--- config.mk ---
export PLATFORM = sky130hd
export DESIGN_NAME = stack_xfer_sequencer
export DESIGN_NICKNAME = d
export VERILOG_FILES = /design/src/rtl/stack_xfer_sequencer_pkg.sv /design/src/rtl/stack_xfer_phase_ctr.sv /design/src/rtl/stack_xfer_sequencer.sv
export SDC_FILE = /design/constraint.sdc
export NUM_CORES = 1
export LEC_CHECK = 0
export CAP_MARGIN = 10
export CORE_MARGIN = 3
export CORE_UTILIZATION = 34
export CTS_CLUSTER_DIAMETER = 100
export DETAILED_ROUTE_END_ITERATION = 12
export GPL_ROUTABILITY_DRIVEN = 0
export PLACE_DENSITY = 0.81
export SYNTH_ARGS = -nofsm -noshare
export SYNTH_HDL_FRONTEND = slang
export SYNTH_SLANG_ARGS = --single-unit
--- constraint.sdc ---
create_clock -name CLK -period 1.2 [get_ports CLK]
set_input_delay 0.12 -clock CLK [delete_from_list [all_inputs] [get_ports CLK]]
set_output_delay 0.12 -clock CLK [all_outputs]
set_load 0.03 [all_outputs]
--- src/rtl/stack_xfer_sequencer_pkg.sv ---
// Shared types and helpers for the PUSH/POP stack transfer sequencer.
// Holds the state encoding, default sizing and the data-select index/decode functions.
package stack_xfer_sequencer_pkg;

   localparam int unsigned DefBytes     = 2;
   localparam int unsigned DefNumGroups = 4;
   localparam int unsigned MaxSel       = 64;

   typedef enum logic [2:0] {
      StIdle,
      StPre,
      StW0,
      StW1,
      StW2,
      StDone
   } state_e;

   function automatic int unsigned sel_index(input int unsigned grp, input int unsigned b,
                                             input int unsigned bytes);
      return grp * bytes + b;
   endfunction

   // Out-of-range index yields no selection, which covers unmapped register groups.
   function automatic logic [MaxSel-1:0] onehot(input int unsigned width, input int unsigned idx);
      return (idx < width) ? (MaxSel'(1) << idx) : '0;
   endfunction

endpackage

--- src/rtl/stack_xfer_phase_ctr.sv ---
// Memory-phase generator: decodes W0/W1/W2 from the sequencer state and
// produces the next phase, holding W1 while memory is not ready.
module stack_xfer_phase_ctr
   import stack_xfer_sequencer_pkg::*;
(
   input  state_e     state,
   input  logic       ready,
   output logic [2:0] phase,
   output logic       last_phase,
   output state_e     phase_next
);

   always_comb begin
      phase      = {state == StW2, state == StW1, state == StW0};
      last_phase = (state == StW2);
      phase_next = state;
      unique case (state)
         StW0:    phase_next = StW1;
         StW1:    phase_next = ready ? StW2 : StW1;
         StW2:    phase_next = StW0;
         default: phase_next = state;
      endcase
   end

endmodule

--- src/rtl/stack_xfer_sequencer.sv ---
// PUSH/POP micro-sequencer: moves one register group between register file and stack,
// driving SP inc/dec, address/data selects and W0..W2 memory phases with wait insertion.
module stack_xfer_sequencer
   import stack_xfer_sequencer_pkg::*;
#(
   parameter int unsigned BYTES      = DefBytes,
   parameter int unsigned NUM_GROUPS = DefNumGroups,
   localparam int unsigned GW        = (NUM_GROUPS > 2) ? $clog2(NUM_GROUPS) : 1,
   localparam int unsigned BW        = (BYTES > 2) ? $clog2(BYTES) : 1,
   localparam int unsigned SelW      = NUM_GROUPS * BYTES
) (
   input  logic            CLK,
   input  logic            RESET,
   input  logic            Start,
   input  logic            Pop,
   input  logic [GW-1:0]   Group,
   input  logic            PC_Ready,
   output logic            PR_Dec_SP,
   output logic            PR_Inc_SP,
   output logic            PI_SelectAd_SP,
   output logic            PC_W0,
   output logic            PC_W1,
   output logic            PC_W2,
   output logic            PC_Write,
   output logic [SelW-1:0] PI_SelectDt,
   output logic            Busy,
   output logic            Pa_Ophd,
   output logic            P2_Set_CM1,
   output logic            PR_Reset_XPT
);

   state_e        state_q, state_d, phase_next;
   logic [BW-1:0] k_q, k_d;
   logic          pop_q, pop_d;
   logic [GW-1:0] grp_q, grp_d;
   logic [2:0]    phase;
   logic          last_phase;
   logic          last_k;
   logic          sel_en;
   int unsigned   b;

   stack_xfer_phase_ctr u_phase_ctr (
      .state      (state_q),
      .ready      (PC_Ready),
      .phase      (phase),
      .last_phase (last_phase),
      .phase_next (phase_next)
   );

   assign last_k = (k_q == BW'(BYTES - 1));

   always_comb begin
      state_d   = state_q;
      k_d       = k_q;
      pop_d     = pop_q;
      grp_d     = grp_q;
      PR_Dec_SP = 1'b0;
      PR_Inc_SP = 1'b0;
      Pa_Ophd   = 1'b0;
      unique case (state_q)
         StIdle: begin
            if (Start) begin
               pop_d   = Pop;
               grp_d   = Group;
               k_d     = '0;
               state_d = Pop ? StW0 : StPre;
            end
         end
         StPre: begin
            PR_Dec_SP = 1'b1;
            state_d   = StW0;
         end
         StW0, StW1: state_d = phase_next;
         StW2: begin
            PR_Inc_SP = pop_q;
            if (!last_k) begin
               k_d       = k_q + 1'b1;
               PR_Dec_SP = !pop_q;  // pre-decrement ahead of the next PUSH byte
               state_d   = phase_next;
            end else begin
               state_d = StDone;
            end
         end
         StDone: begin
            Pa_Ophd = 1'b1;
            state_d = StIdle;
         end
         default: state_d = StIdle;
      endcase
   end

   // PUSH walks MSB..LSB and drives data for the whole cycle; POP walks LSB..MSB and latches in W2.
   always_comb begin
      b           = pop_q ? 32'(k_q) : BYTES - 1 - 32'(k_q);
      sel_en      = pop_q ? last_phase : |phase;
      PI_SelectDt = sel_en ? SelW'(onehot(SelW, sel_index(32'(grp_q), b, BYTES))) : '0;
   end

   assign PI_SelectAd_SP = |phase;
   assign PC_W0          = phase[0];
   assign PC_W1          = phase[1];
   assign PC_W2          = phase[2];
   assign PC_Write       = (|phase) & ~pop_q;
   assign Busy           = (state_q != StIdle) && (state_q != StDone);
   assign P2_Set_CM1     = Pa_Ophd;
   assign PR_Reset_XPT   = Pa_Ophd;

   always_ff @(posedge CLK or posedge RESET) begin
      if (RESET) begin
         state_q <= StIdle;
         k_q     <= '0;
         pop_q   <= 1'b0;
         grp_q   <= '0;
      end else begin
         state_q <= state_d;
         k_q     <= k_d;
         pop_q   <= pop_d;
         grp_q   <= grp_d;
      end
   end

endmodule

== Yosys cells after proc, flatten, opt, wreduce, memory -nomap -nowiden ==
Cells that the tools add are included.

* Bits of input ports: 7
* Word-level logic and storage cells: 44
* Bits in registers: 7

* Multiplexer cells: 17
* Reduce and logical (&&, ||, !) cells: 9
* Add/sub/neg operators: 3
* Shift-type cells: 1
* Eq/ne operators: 7
* $lt $le $gt $ge: 1
* Bitwise operators: 2

{| class="wikitable"
|+ Operator list
! cell !! number
|-
| $add 3x32->32 || 1
|-
| $lt 32x4->1 const B || 1
|-
| $mux 32 || 1
|-
| $shl 1x32->8 const A || 1
|-
| $mux 8 || 2
|-
| $pmux 3 s4 || 1
|-
| $mux 3 || 3
|-
| $pmux 3 s3 || 1
|-
| $eq 3x2->1 const B || 2
|-
| $eq 3x3->1 const B || 2
|-
| $mux 1 || 6
|-
| $pmux 1 s2 || 2
|-
| $reduce_and 2->1 || 2
|-
| $eq 3x1->1 const B || 1
|-
| $logic_not 3->1 || 1
|-
| $ne 3x3->1 const B || 1
|-
| $reduce_bool 3->1 || 1
|-
| $reduce_or 3->1 || 1
|-
| $mux 2 || 1
|-
| $ne 2x2->1 const B || 1
|-
| $reduce_bool 2->1 || 1
|-
| $reduce_or 2->1 || 1
|-
| $sub 1x1->2 const A || 1
|-
| $add 1x1->1 const B || 1
|-
| other kinds (4) || 4
|}

== Depth between registers and ports, before layout ==
* Depth in word-level cells: 6
* Depth in mapped cells: 5
* Gate-level depth less buffers: 5

== Modules after synthesis ==
Synthesis repeated with hierarchy kept, for this count alone.

* Cells, all modules: 78
* Area, all modules: 646.9 µm²

{| class="wikitable"
|+ Modules (own cells, without submodules)
! module !! area an instance (µm²) !! seq. area each (µm²) !! instances !! cells each
|-
| stack_xfer_sequencer || 538.0 || 175.2 || 1 || 63
|-
| stack_xfer_phase_ctr || 108.9 || 0.0 || 1 || 15
|}

== Least setup slack after synthesis ==
Ideal clock, no wire load.

* Kind: reg2out
* Start: register state_q[1]
* End: output PR_Reset_XPT
* Data required time: 1,080 ps
* Arrival time: 1,658 ps
* Cell stages (with the launch flop): 4
* Slack: -578 ps
* Cell sequence: dfrtp_1 -> buf_2 -> nor3b_1 -> buf_4

* Longest elaborated chain between the ends: 2

{| class="wikitable"
|+ RTL lines
! item !! line !! source
|-
| from (decl) || stack_xfer_sequencer.sv:32 || <nowiki>state_e state_q, state_d, phase_next;</nowiki>
|-
| from (signal assigned) || stack_xfer_sequencer.sv:110 || <nowiki>state_q <= StIdle;</nowiki>
|-
| from (signal assigned) || stack_xfer_sequencer.sv:115 || <nowiki>state_q <= state_d;</nowiki>
|-
| $eq 3x3->1 || stack_xfer_sequencer.sv:60 || <nowiki>unique case (state_q)</nowiki>
|-
| $mux 1 || stack_xfer_sequencer.sv:60 ||
|-
| to (decl) || stack_xfer_sequencer.sv:29 || <nowiki>output logic PR_Reset_XPT</nowiki>
|}

Every way passes these cells.

== Worst setup path in the final report ==
* Start: register state_q[2]
* End: output PI_SelectDt[2]

* Longest elaborated chain between the ends: 4
* Elaborated cells on any way between the ends: 6
* Classes of those cells: eq/ne (3); mux (2); reduce/logical (1)

{| class="wikitable"
|+ RTL lines
! item !! line !! source
|-
| $eq 3x2->1 or $eq 3x3->1 (tied branches) || stack_xfer_phase_ctr.sv:14, stack_xfer_phase_ctr.sv:15 ||
|-
| $reduce_or 3->1 || stack_xfer_sequencer.sv:95 || <nowiki>sel_en = pop_q ? last_phase : |phase;</nowiki>
|-
| $mux 1 (*) || stack_xfer_sequencer.sv:95 ||
|-
| $mux 8 (*) || stack_xfer_sequencer.sv:96 || <nowiki>PI_SelectDt = sel_en ? SelW'(onehot(SelW, sel_index(32'(grp_q), b, BYTES))) : '0;</nowiki>
|-
| to (decl) || stack_xfer_sequencer.sv:25 || <nowiki>output logic [SelW-1:0] PI_SelectDt,</nowiki>
|}

Every way passes the cells marked *; elsewhere a longest branch is shown, timed or not.

==> qor.tcl <==
set qor(run_status) {complete, but fails checks}
set qor(failed_checks) {setup timing}
set qor(antenna_violating_nets_left) 0
set qor(synth_cells) 60
set qor(fraction_of_layout_cells_with_a_size_suffix_above_1_pct) 71.8
set qor(hold_viol) 0
set qor(floorplan.die.width_um) 45.4
set qor(combPwrFrac_pct) 80.3
set qor(tightestPinTransition_ps) 287
set qor(vias) 630
set qor(placementRows) 13
set qor(global_route.overflow_total) 0
set qor(fin_skew_ps) 7.77
set qor(total_power_mw) 3.72
set qor(cellPowerDensity_nw_per_um2) 3140
set qor(nature_of_the_critical_path_startpoint) {flop}
set qor(post-route-worst-setup-slack_ps) -527
set qor(vias_in_the_first_global_route) 620
set qor(instances_no_fill) 125
set qor(r2r_slack_ps) -310
set qor(tritoncts) {yes}
set qor(drt_iter0_drc) 16
set qor(chipHeight_um) 45.4
set qor(post_cts_hold_buffer_count) 0
set qor(portBuffers) 25
set qor(hpwl_detailed_um) 1250
set qor(clock_tree.buffer_depth) 2
set qor(area_growth_syn_to_layout_pct) 125
set qor(dp_cells) 110
set qor(sequentialPowerShare_pct) 13.6
set qor(p_int_mw) 1.94
set qor(initial_core_util_pct) 38.1
set qor(pin_count_of_the_biggest_net_entering_global_routing) 9
set qor(htree_num_levels) 1
set qor(fmax_ghz) 0.579
set qor(grt_setup_unrepaired) {yes}
set qor(path_class) {reg -> out}
set qor(report.final.slew_viol_count) 0
set qor(power.static_leakage_nw) 0.549
set qor(avgRoutedWirePerCell_um) 16.5
set qor(design.core.area_um2) 1380
set qor(drt-met1-wl_um) 769
set qor(detail_route.drc_violations) 0
set qor(route.met2.wl_um) 1140
set qor(inserted_clock_buffers) 3
set qor(r2r.worst_path.cells) 8
set qor(dp_slack_ps) -389
set qor(cp_data_arrival_time_ps) 1610
set qor(initial_drt_pass_iterations) 4
set qor(crit-reg2reg-launch) {state_q[2]}
set qor(floorplan.die_area_um2) 2060
set qor(synthesis.yosys.warnings) 0
set qor(reg2reg_to) {state_q[2]}
set qor(peakVddDrop_v) 0.00167
set qor(path_clk_slew_ps) 60
set qor(met3_wirelength_um) 92
set qor(worst_setup_path_end_kind) {output port}
set qor(totalWireLength_um) 2060
set qor(timing.max_cap.violations) 0
set qor(avgSynthCellArea_um2) 8.78
set qor(gr-usage-all-layers_pct) 19.7
set qor(critPathRequiredTime_ps) 1080
set qor(setup_viol) 26
set qor(io_pins) 26
set qor(routed_via_density) 5.04
set qor(yosysSeqAreaShare_pct) 33.3
set qor(pwr-share-clk_pct) 6.1
set qor(sw_frac_of_total_pct) 47.8
set qor(post-route-period-util_pct) 144
set qor(antenna_found_initial) 0
set qor(min_path_type) {in -> async}
set qor(cts_sinks) 7
set qor(clock_tree.root_cell) {sky130_fd_sc_hd__clkbuf_4}
set qor(synth.net_count) 68
set qor(maxUsedRoutingLayer) {met4}
set qor(timing.critical_path.fanout_max) 4
set qor(antenna_cells_inserted) 0
set qor(yosys_register_bits) 7
set qor(hold_slack_ps) 82.0
set qor(fin_crit_ps) 1730
set qor(power.net_switching_mw) 1.78
set qor(clk_latency_ps) 270
set qor(nNetsFinal) 119
set qor(headroom_to_the_max_slew_limit_pct) 80.9
set qor(grt_pass1_wl_um) 2730
set qor(post_synth_instance_area_um2) 527
set qor(yosys.cell_types.count) 25
## metal layers
metal,vias to the layer above,track usage (%)
li1,303,-
met1,299,21.9
met2,21,31.4
met3,7,6.77
met4,0,13.5
met5,-,0
## final cells by class
class,instances,area [µm²]
timing repair buffer,49,484
clock buffer,4,26.3
fill,65,195
multi-input combinational,45,454
sequential,7,178
tap,15,18.8
inverter,5,26.3
## power groups by stage
stage | logic [mW] | clock network, mW | registers (mW)
after floorplan | 1.43 | 0 | 0.490
after global placement | 2.16 | 0 | 0.461
after detailed placement | 2.23 | 0 | 0.472
after CTS | 2.56 | 0.228 | 0.481
after global routing | 3.14 | 0.247 | 0.522
final | 2.99 | 0.226 | 0.505
## flip-flops by register name, summed over array words and instances (netlist names)
name,flops
state_q,3
grp_q,2
k_q,1
pop_q,1
## critical path, stage by stage, from the launching register on
cell and delay [ps]:
sky130_fd_sc_hd__dfrtp_2 410, sky130_fd_sc_hd__and2b_4 170, sky130_fd_sc_hd__buf_6 120, sky130_fd_sc_hd__nand2b_4 90, sky130_fd_sc_hd__inv_8 40, sky130_fd_sc_hd__o21bai_4 260, sky130_fd_sc_hd__nor2_2 90, sky130_fd_sc_hd__buf_6 150
## Yosys cell counts
cell,instances,area [µm²]
sky130_fd_sc_hd__o21bai_4,1,18.8
sky130_fd_sc_hd__nand2b_4,1,13.8
sky130_fd_sc_hd__nor3b_1,1,7.51
sky130_fd_sc_hd__dfrtp_1,7,175
sky130_fd_sc_hd__nor2_1,11,41.3
sky130_fd_sc_hd__o211ai_1,1,7.51
sky130_fd_sc_hd__ha_1,1,12.5
sky130_fd_sc_hd__a22o_1,1,8.76
sky130_fd_sc_hd__inv_6,1,8.76
sky130_fd_sc_hd__nand2b_1,3,18.8
sky130_fd_sc_hd__a21oi_1,3,15.0
sky130_fd_sc_hd__inv_1,4,15.0
sky130_fd_sc_hd__nor3b_2,1,12.5
sky130_fd_sc_hd__nand2_1,6,22.5
sky130_fd_sc_hd__nor2b_1,2,12.5
sky130_fd_sc_hd__nor3_2,3,30.0
sky130_fd_sc_hd__o211a_1,1,10.0
sky130_fd_sc_hd__o21ai_0,2,10.0
sky130_fd_sc_hd__buf_2,1,5.00
sky130_fd_sc_hd__or3_1,1,6.26
sky130_fd_sc_hd__o21ai_2,1,8.76
sky130_fd_sc_hd__buf_4,2,15.0
sky130_fd_sc_hd__a21o_1,1,7.51
sky130_fd_sc_hd__mux2_1,3,33.8
sky130_fd_sc_hd__and2b_4,1,10.0
## placed cells by master, fill, tap and decap left out, types with 2 or more instances in the layout
cell type                         synthesis  final
sky130_fd_sc_hd__nor2b_1                  2      2
sky130_fd_sc_hd__dfrtp_1                  7      5
sky130_fd_sc_hd__buf_6                    0     27
sky130_fd_sc_hd__dfrtp_2                  0      2
sky130_fd_sc_hd__clkbuf_4                 0      3
sky130_fd_sc_hd__buf_4                    2     16
sky130_fd_sc_hd__nand2b_4                 1      4
sky130_fd_sc_hd__nor2_2                   0      4
sky130_fd_sc_hd__nand2_1                  6      3
sky130_fd_sc_hd__nor3_4                   0      3
sky130_fd_sc_hd__mux2_4                   0      2
sky130_fd_sc_hd__nand2_2                  0      3
sky130_fd_sc_hd__a21oi_2                  0      2
sky130_fd_sc_hd__inv_1                    4      4
sky130_fd_sc_hd__nor2_1                  11      2
sky130_fd_sc_hd__nor2_4                   0      5
sky130_fd_sc_hd__clkdlybuf4s50_1          0      6
## stage by stage
stage / cell area (µm²) / TNS (ps) / util (%)
after CTS: 1050 / -7690 / 76.3
final: 1190 / -9180 / 85.9
after global routing: 1190 / -10560 / 85.9
after floorplan: 609 / -1870 / -
after detailed placement: 911 / -3340 / 65.9
after global placement: 911 / -2740 / 65.9
## repair_timing
action                                  4_1_cts  5_1_grt
setup buffers                                 3        9
endpoints found under the setup margin       25       25
gates resized for setup                      26       26
pin swaps                                     8        9
## cell families (layout without fill, tap and decap cells)
group                      after synthesis  in the layout  share of synthesized area, %
muxes                                    3              3                          6.41
adders and majority gates                1              1                          2.37
buffers and inverters                    8             58                          8.31
and+or+nand+nor                         30             30                          33.3
AOI/OAI and AO/OA                       11             11                          16.4
DFF                                      7              7                          33.3
## worst max path at each step
stage	from	end	slack, ps	depth (start not counted)
finish	state_q[2]	PI_SelectDt[2]	-530	7
global route	state_q[2]	PI_SelectDt[2]	-600	7
CTS	state_q[2]	PI_SelectDt[2]	-490	7
detailed placement	state_q[2]	Busy	-390	3
global placement	state_q[2]	Busy	-380	3
floorplan	state_q[1]	PR_Reset_XPT	-200	3
(Power assumes the default switching activity.)
==> edit, RTL diff (config.mk and constraints unchanged) <==
The package constant `DefNumGroups` goes from 4 to 2.
--- a/src/rtl/stack_xfer_sequencer_pkg.sv
+++ b/src/rtl/stack_xfer_sequencer_pkg.sv
@@ -3,7 +3,7 @@
 package stack_xfer_sequencer_pkg;
 
    localparam int unsigned DefBytes     = 2;
-   localparam int unsigned DefNumGroups = 4;
+   localparam int unsigned DefNumGroups = 2;
    localparam int unsigned MaxSel       = 64;
 
    typedef enum logic [2:0] {
Interface: changed (resized Group and PI_SelectDt); port bits go from 26 to 21. The function was not compared with the original's and may differ.
==> edit against the unedited design <==
  * The flow still finishes with violations (negative setup slack)
  * Cell area fell by 27%
  * First-iteration DRC count up 25%
  * Routed wire length is 36% lower
  * Clock power down 18%
  * Global-route usage shrank 2.0 points
  * Sequential cell count decreased by 1
  * Largest cell class unchanged
  * Worst setup slack worse by 12 ps
  * Power fell by 29%
  * Final cell count is 18% lower
  * Via count is 20% lower
  * Highest routed layer unchanged
  * Area after synthesis is 20% lower
  * Synthesized cell count is 12% lower
  * Sequential power shrank 21%
  * Clock skew shrank 5.2 ps
==> edit: results (changes against the unedited design) <==
stage,metric,value,unit,change
cts,cts_resized,20,,-23%
global_route,grt_max_degree,11,,+2
cts,clock_latency,240,ps,-30 ps
sta,skew,2.526,ps,-5.244 ps
synth,synth_nets,60,,-12%
worst_setup_path,slowest_stage,dfrtp_1,,
placement,place_ws,-362.3,ps,+26.70 ps
outcome,outcome,"complete, but fails checks",,
placement,port_buffers,20,,-20%
pwr,power.leakage,0.4206,nW,-23%
cts,post_cts_buffers,2,,-1
route,drtIter0Drc,20,,+4
placement,dp_hpwl,882.2,um,-29%
layout,fin_nets,97,,-18%
route,wl_per_cell,12.96,um,-21%
global_route,grt_pass1_vias,474,,-24%
route,viasPerCell,4.931,,-2.2%
global_route,grt.total_usage,17.69,%,-2.0 points
route,drt_pass1_iterations,6,,+2
pwr,ir_drop,0.001466,V,-12%
pwr,p_switching,1.239,mW,-30%
synth,ys_seq_area_share,35.61,%,+2.4 points
layout,final_layout_size_suffix_gt1_share,57.95,%,-14 points
cts,clk_pin_slew,40,ps,-20 ps
sta,worstMarginPinSlew,303.8,ps,+16.62 ps
pwr,comb_power_share,78.0,%,-2.3 points
pwr,clockPowerShare,7.0,%,+0.9 points
worst_setup_path,regToRegEndpoint,state_q[0],,
layout,fillCellCount,91,,+40%
outcome,failed_checks,negative setup slack,,
sta,setup_viol,20,,-23%
sta,final.setup.worst_slack,-538.6,ps,-11.90 ps
global_route,grt_pass1_wl,1945,um,-29%
placement,post_dp_cell_area,713.2,um^2,-22%
worst_setup_path,max_stage_delay,370,ps,-40 ps
layout,regMostFlops,state_q,,
synth,ys_top_cells_by_area,"dfrtp_1 36%, a21oi_1 5.9%, inv_1 5.3%, mux2_2 5.3%, nor2_1 4.5%",,
worst_setup_path,r2r_cells,6,,-2
edit: through the flow:
step	std cells	util, %	TNS, ps	total power [mW]
after floorplan	53	-	-2334	1.475
after global placement	94	62.50	-2827	2.056
after detailed placement	94	62.50	-3141	2.095
after CTS	99	71.60	-5702	2.486
after global routing	102	75.77	-7498	2.836
final	102	75.77	-6532	2.659
edit: kinds of logic (layout without fill, tap and decap cells):
group / count (synthesis) / count (layout) / synth area share [%]
buffers and inverters: 11 / 46 / 12.16
multiplexers: 2 / 2 / 5.341
flip-flops: 6 / 6 / 35.61
AO/OA/AOI/OAI: 11 / 11 / 15.43
AND/OR/NAND/NOR: 22 / 22 / 28.49
adder cells (fa/ha/maj): 1 / 1 / 2.967
edit: layout make-up:
cell class / count / area (um^2) / area share (%)
inverters: 7 / 27.53 / 3.184
repair buffers: 36 / 354.1 / 40.96
clock buffers: 3 / 22.52 / 2.605
multi-input cells: 36 / 292.8 / 33.86
flip-flops and latches: 6 / 150.1 / 17.37
well taps: 14 / 17.52 / 2.026
edit: per-layer routing:
layer	vias up	share of wire (%)	track usage, %
met5	-	0	0
met4	0	1.3	9.524
met3	2	5.1	3.261
met2	20	51	27.41
met1	231	42	22.88
li1	250	-	-
edit: worst max-delay path by stage:
| stage | start | to | slack [ps] | depth (start not counted) |
|---|---|---|---|---|
| floorplan | state_q[1] | PI_SelectDt[0] | -340 | 4 |
| global placement | state_q[0] | Busy | -350 | 3 |
| detailed placement | state_q[2] | Busy | -360 | 3 |
| CTS | state_q[2] | PI_SelectDt[2] | -530 | 5 |
| global route | state_q[2] | PI_SelectDt[2] | -600 | 5 |
| finish | state_q[2] | PI_SelectDt[2] | -540 | 5 |
